### src/rtl/joy_scan_ctrl.sv
// Joystick chain scan sequencer: load/shift clocking, frame capture,
// double buffering and change detection for the two 6-bit joysticks.
module joy_scan_ctrl #(
    parameter int CLK_DIV   = 4,
    parameter int NBITS     = 12,
    parameter int GAP_TICKS = 64
) (
    input  logic             clk,
    input  logic             clock_locked,
    input  logic             joy_data,
    output logic             joy_clk,
    output logic             joy_load,
    input  logic             auto_en,
    input  logic             scan_req,
    output logic             scan_busy,
    output logic [NBITS-1:0] frame,
    output logic             frame_valid,
    output logic             frame_changed,
    output logic [5:0]       joy1,
    output logic [5:0]       joy2
);
    localparam int KW = $clog2(NBITS);
    localparam logic [KW-1:0] K_LAST   = KW'(NBITS - 1);
    localparam logic [7:0]    DIV_LAST = 8'(CLK_DIV - 1);
    localparam logic [15:0]   GAP_MIN  = 16'(GAP_TICKS);

    typedef enum logic [1:0] {IDLE, LOAD, SHIFT, DONE} state_t;

    state_t           state_q, state_d;
    logic [7:0]       div_q;
    logic [1:0]       sync_q;
    logic             load_q, load_d;
    logic             jclk_q, jclk_d;
    logic [KW-1:0]    k_q, k_d;
    logic [15:0]      gap_q, gap_d;
    logic             pend_q, pend_d;
    logic [NBITS-1:0] shadow_q, shadow_d;
    logic [NBITS-1:0] frame_q, frame_d;
    logic             valid_q, valid_d;
    logic             chg_q, chg_d;
    logic             tick;

    assign tick = (div_q == DIV_LAST);

    always_ff @(posedge clk or negedge clock_locked) begin
        if (!clock_locked) begin
            state_q  <= IDLE;
            div_q    <= '0;
            sync_q   <= '1;
            load_q   <= 1'b1;
            jclk_q   <= 1'b0;
            k_q      <= '0;
            gap_q    <= '0;
            pend_q   <= 1'b0;
            shadow_q <= '1;
            frame_q  <= '1;
            valid_q  <= 1'b0;
            chg_q    <= 1'b0;
        end else begin
            state_q  <= state_d;
            div_q    <= tick ? 8'd0 : div_q + 8'd1;
            sync_q   <= {sync_q[0], joy_data};
            load_q   <= load_d;
            jclk_q   <= jclk_d;
            k_q      <= k_d;
            gap_q    <= gap_d;
            pend_q   <= pend_d;
            shadow_q <= shadow_d;
            frame_q  <= frame_d;
            valid_q  <= valid_d;
            chg_q    <= chg_d;
        end
    end

    always_comb begin
        state_d  = state_q;
        load_d   = load_q;
        jclk_d   = jclk_q;
        k_d      = k_q;
        gap_d    = gap_q;
        pend_d   = pend_q;
        shadow_d = shadow_q;
        frame_d  = frame_q;
        valid_d  = 1'b0;
        chg_d    = 1'b0;
        unique case (state_q)
            IDLE: begin
                if (tick) begin
                    if (pend_q || (auto_en && gap_q >= GAP_MIN)) begin
                        state_d = LOAD;
                        load_d  = 1'b0;
                        pend_d  = 1'b0;
                        gap_d   = '0;
                    end else if (gap_q != 16'hFFFF) begin
                        gap_d = gap_q + 16'd1;
                    end
                end
            end
            LOAD: begin
                if (tick) begin
                    state_d = SHIFT;
                    load_d  = 1'b1;
                    k_d     = '0;
                end
            end
            SHIFT: begin
                if (tick) begin
                    if (!jclk_q) begin
                        shadow_d[K_LAST - k_q] = sync_q[1];
                        if (k_q == K_LAST) state_d = DONE;
                        else jclk_d = 1'b1;
                    end else begin
                        jclk_d = 1'b0;
                        k_d    = k_q + KW'(1);
                    end
                end
            end
            DONE: begin
                frame_d = shadow_q;
                valid_d = 1'b1;
                chg_d   = (shadow_q != frame_q);
                gap_d   = '0;
                state_d = IDLE;
            end
            default: state_d = IDLE;
        endcase
        // a request arriving on the launch clk is kept for a later scan
        if (scan_req) pend_d = 1'b1;
    end

    assign joy_clk       = jclk_q;
    assign joy_load      = load_q;
    assign scan_busy     = (state_q != IDLE);
    assign frame         = frame_q;
    assign frame_valid   = valid_q;
    assign frame_changed = chg_q;

    if (NBITS >= 12) begin : g_joy
        assign joy1 = frame_q[NBITS-1 -: 6];
        assign joy2 = frame_q[NBITS-7 -: 6];
    end else begin : g_nojoy
        assign joy1 = '1;
        assign joy2 = '1;
    end

endmodule

### config.mk
export PLATFORM = sky130hd
export DESIGN_NAME = joy_scan_ctrl
export DESIGN_NICKNAME = d
export VERILOG_FILES = /design/src/rtl/joy_scan_ctrl.sv
export SDC_FILE = /design/constraint.sdc
export NUM_CORES = 1
export LEC_CHECK = 0
export ABC_AREA = 1
export BUFFER_PORTS_ARGS = -buffer_cell sky130_fd_sc_hd__buf_2
export CAP_MARGIN = 20
export CORE_AREA = 2 2 92 94
export CTS_CLUSTER_SIZE = 28
export DETAILED_ROUTE_END_ITERATION = 16
export DIE_AREA = 0 0 94 96
export GPL_TIMING_DRIVEN = 0
export PLACE_DENSITY_LB_ADDON = 0.12
export SETUP_SLACK_MARGIN = 0.02
export SLEW_MARGIN = 0
export SYNTH_ARGS = -nofsm -noshare
export SYNTH_HDL_FRONTEND = slang
export SYNTH_SLANG_ARGS = --single-unit
### constraint.sdc
create_clock -name clk -period 4.9 [get_ports clk]
set_input_delay 0.245 -clock clk [delete_from_list [all_inputs] [get_ports clk]]
set_output_delay 0.245 -clock clk [all_outputs]
set_load 0.02 [all_outputs]
==> results by group <==
Setup path
  • Reg-to-reg startpoint: gap_q[0]
  • R2r setup slk: 2.92 ns
  • Startpoint types: flop
  • Worst EP required: 5.12 ns
  • Max FO, Critical Path: 10
  • End of the worst register-to-register path: gap_q[14]
  • Path depth of the worst reg2reg path: 11
  • Crit path arrival time: 2.20 ns
  • Worst path cell trace: ha_1 > nand2_1 > nor2_4 > nand3_1 > nor2_1 > nand2_1 > nor2_2 > nor2_2 > buf_6 > nand2_1 > nand2_1
  • Crit. End Element: flop
  • Crit Path Class: reg2reg
  • Crit-path slowest cell: dfrtp_1
  • Crit-path most repeated cell: nand2_1
  • Largest stage delay, worst path: 0.48 ns

Floorplanning
  • Num ports: 34
  • Die Span Y: 96 um
  • Starting Density: 43.96%
  • DIE AREA: 0.009024 mm^2
  • Die X: 94 um
  • Rows: 33
  • Core box area: 0.008051 mm^2

Yosys
  • Top FF cell, synth: dfrtp_1
  • Share of the synthesized area in the top cell type: 24.04%
  • Async SR Flop Fraction: 100.0%
  • Netlist cell types: 32
  • Post-synthesis register bit count: 61
  • Commonest cells post-synth: nand2_1 (114), inv_1 (54), nor2_1 (45)
  • Synthesized Nets: 464
  • Number of flops mapped to enable cells by yosys: 0
  • Synthesized area per cell: 7.901 um^2
  • Mapped cell area: 0.003540 mm^2
  • Sequential share of the synthesized area: 44.08%
  • Synth area leaders: dfrtp_1 (24%), dfstp_2 (20%), nand2_1 (12%)
  • Most frequent cell after synthesis: nand2_1
  • Gate Count Post-Synth: 448
  • Cell taking the most area after synthesis: dfrtp_1
  • Synth warn: 0

Timing
  • Final hold vios: 0
  • Worst setup margin: 2.920 ns
  • Final period utilization: 40.40%
  • Max Freq: 505.1 MHz
  • Setup violators final: 0
  • Skew final: 0.01005 ns
  • Slew at the pin with the worst max-slew slack: 0.7882 ns
  • RSZ-0062 raised after global routing: false
  • Tmin final: 1.980 ns
  • TNS Setup: 0 ns
  • Max-slew violations: 0
  • Worst slew margin: 47.45%

Clocking
  • Clk_lat worst skew: 0.33 ns
  • CTS clk-pin slew, worst paths: 0.07 ns
  • CTS tree: yes
  • CTS Sinks: 61
  • CTS resizes: 0
  • H-tree depth: 3
  • Total CTS buffers: 9
  • Post CTS Setup Buffer Count: 0
  • Clk root buf: clkbuf_8
  • Post-CTS Hold Buffers: 0
  • Buffer levels on the longest clock path: 2

Placed design
  • Detailed placer's ending HPWL: 5.144 mm
  • PortBufs: 33
  • Pre-CTS WS: 2.935 ns
  • Gp weighted congestion: 0.9631
  • Placement Cell Area: 0.003856 mm^2

Cells and area
  • Share of cells above drive strength 1: 22.29%
  • Area Overhead vs Synth: 14.49%
  • Core Util, Final: 50.33%
  • Layout Nets: 509
  • Final antenna diode count: 0
  • Post-Layout Inst Area: 0.004053 mm^2

Routing
  • Vias: 2,842
  • WL/cell: 11.55 um
  • DRC: 0
  • Initial DRC Count: 119
  • Vias per cell: 4.713
  • Antenna-violating nets left: 0
  • Final wirelength: 6.966 mm
  • Pre-Repair DR Iteration Count: 4

Power
  • PwrDens: 242.0 mW/mm^2
  • Leak pwr: 1.859 nW
  • Max rail drop VDD: 125.7 uV
  • Pwr Total: 980.6 uW

Global route
  • Vias in the first global route: 2,615
  • Total GRT Usage: 17.57%
  • Global-route wire length before repair: 12.39 mm
  • Initial antenna violation count: 0
  • Largest net degree at the start of global routing: 36
  • GR Overflow Total: 0

Run status
  • Status: finished clean

Flow run
  • Max-cap violations: 0

Min path
  • Worst hold path type: in2async
-- worst max-delay path by stage --
stage,cells past startpoint,from,to,slack [ns]
floorplan,10,state_q[0],gap_q[11],3.26
global placement,11,gap_q[0],gap_q[14],2.99
detailed placement,11,gap_q[0],gap_q[10],2.94
CTS,11,gap_q[0],gap_q[14],2.92
global route,11,gap_q[0],gap_q[10],2.73
finish,11,gap_q[0],gap_q[14],2.92
-- logic make-up (layout without fill, tap and decap cells) --
family	after synthesis	in the layout	share of synthesized area [%]
flip-flops	61	61	44.08
AND/OR/NAND/NOR	237	237	30.43
AO/OA/AOI/OAI	39	39	5.833
buffers and inverters	77	127	10.00
XOR/XNOR	22	22	5.444
adder cells (fa/ha/maj)	11	11	3.888
multiplexers	1	1	0.3181
-- sequential cells by signal, summed over array words and instances (netlist names) --
| name | flops |
|---|---|
| gap_q | 16 |
| frame | 12 |
| shadow_q | 12 |
| div_q | 8 |
| k_q | 4 |
| state_q | 2 |
| sync_q | 2 |
| frame_changed | 1 |
| frame_valid | 1 |
| joy_clk | 1 |
| joy_load | 1 |
| pend_q | 1 |
-- where the power goes --
group	switching, mW	internal [mW]	total (mW)
registers	0.00211	0.511	0.513
logic	0.0142	0.00531	0.0195
clock network	0.184	0.264	0.448
total	0.201	0.780	0.981
-- worst max-delay path, delay by kind of cell, from the launching register on --
family	cells	cell delay (ns)
AND/OR/NAND/NOR	9	1.02
flip-flops	1	0.48
buffers and inverters	1	0.15
adder cells (fa/ha/maj)	1	0.22
-- final cells by class --
class | instances | area (um^2)
multi-input combinational | 310 | 1625
tap | 105 | 131.4
clock inverter | 1 | 30.03
fill | 808 | 3999
clock buffer | 15 | 166.4
timing repair buffer | 34 | 185.2
inverter | 57 | 214.0
sequential | 61 | 1560
buffer | 20 | 140.1
-- metal layers --
metal	track usage, %	wire length [um]	vias up
li1	-	-	1498
met1	25.69	3722	1277
met2	25.71	2912	61
met3	3.915	282	6
met4	6.039	49	0
met5	0	0	-
-- metrics by stage --
stage,std cells,hold slack (ns)
after floorplan,448,-0.05059
final,603,0.007524
after detailed placement,587,0.3512
after global routing,603,0.004348
after CTS,603,0.008657
after global placement,586,0.3482
-- placed cells by master, fill, tap and decap left out, types with 2 or more instances in the layout --
cell        n
a21oi_1    13
buf_2      34
buf_4      12
clkbuf_1    9
clkbuf_8   11
dfrtp_1    34
dfstp_2    27
ha_1       11
inv_1      54
inv_2       3
nand2_1   114
nand2_2     5
nand2_4     2
nand3_1    23
nand3b_1    2
nand4_1     9
nor2_1     45
nor2_2      3
nor2_4      3
nor3_1     26
nor3_2      2
o21ai_0    23
xnor2_1     9
xor2_1     13
No activity file was read; power rests on OpenSTA's default activity.
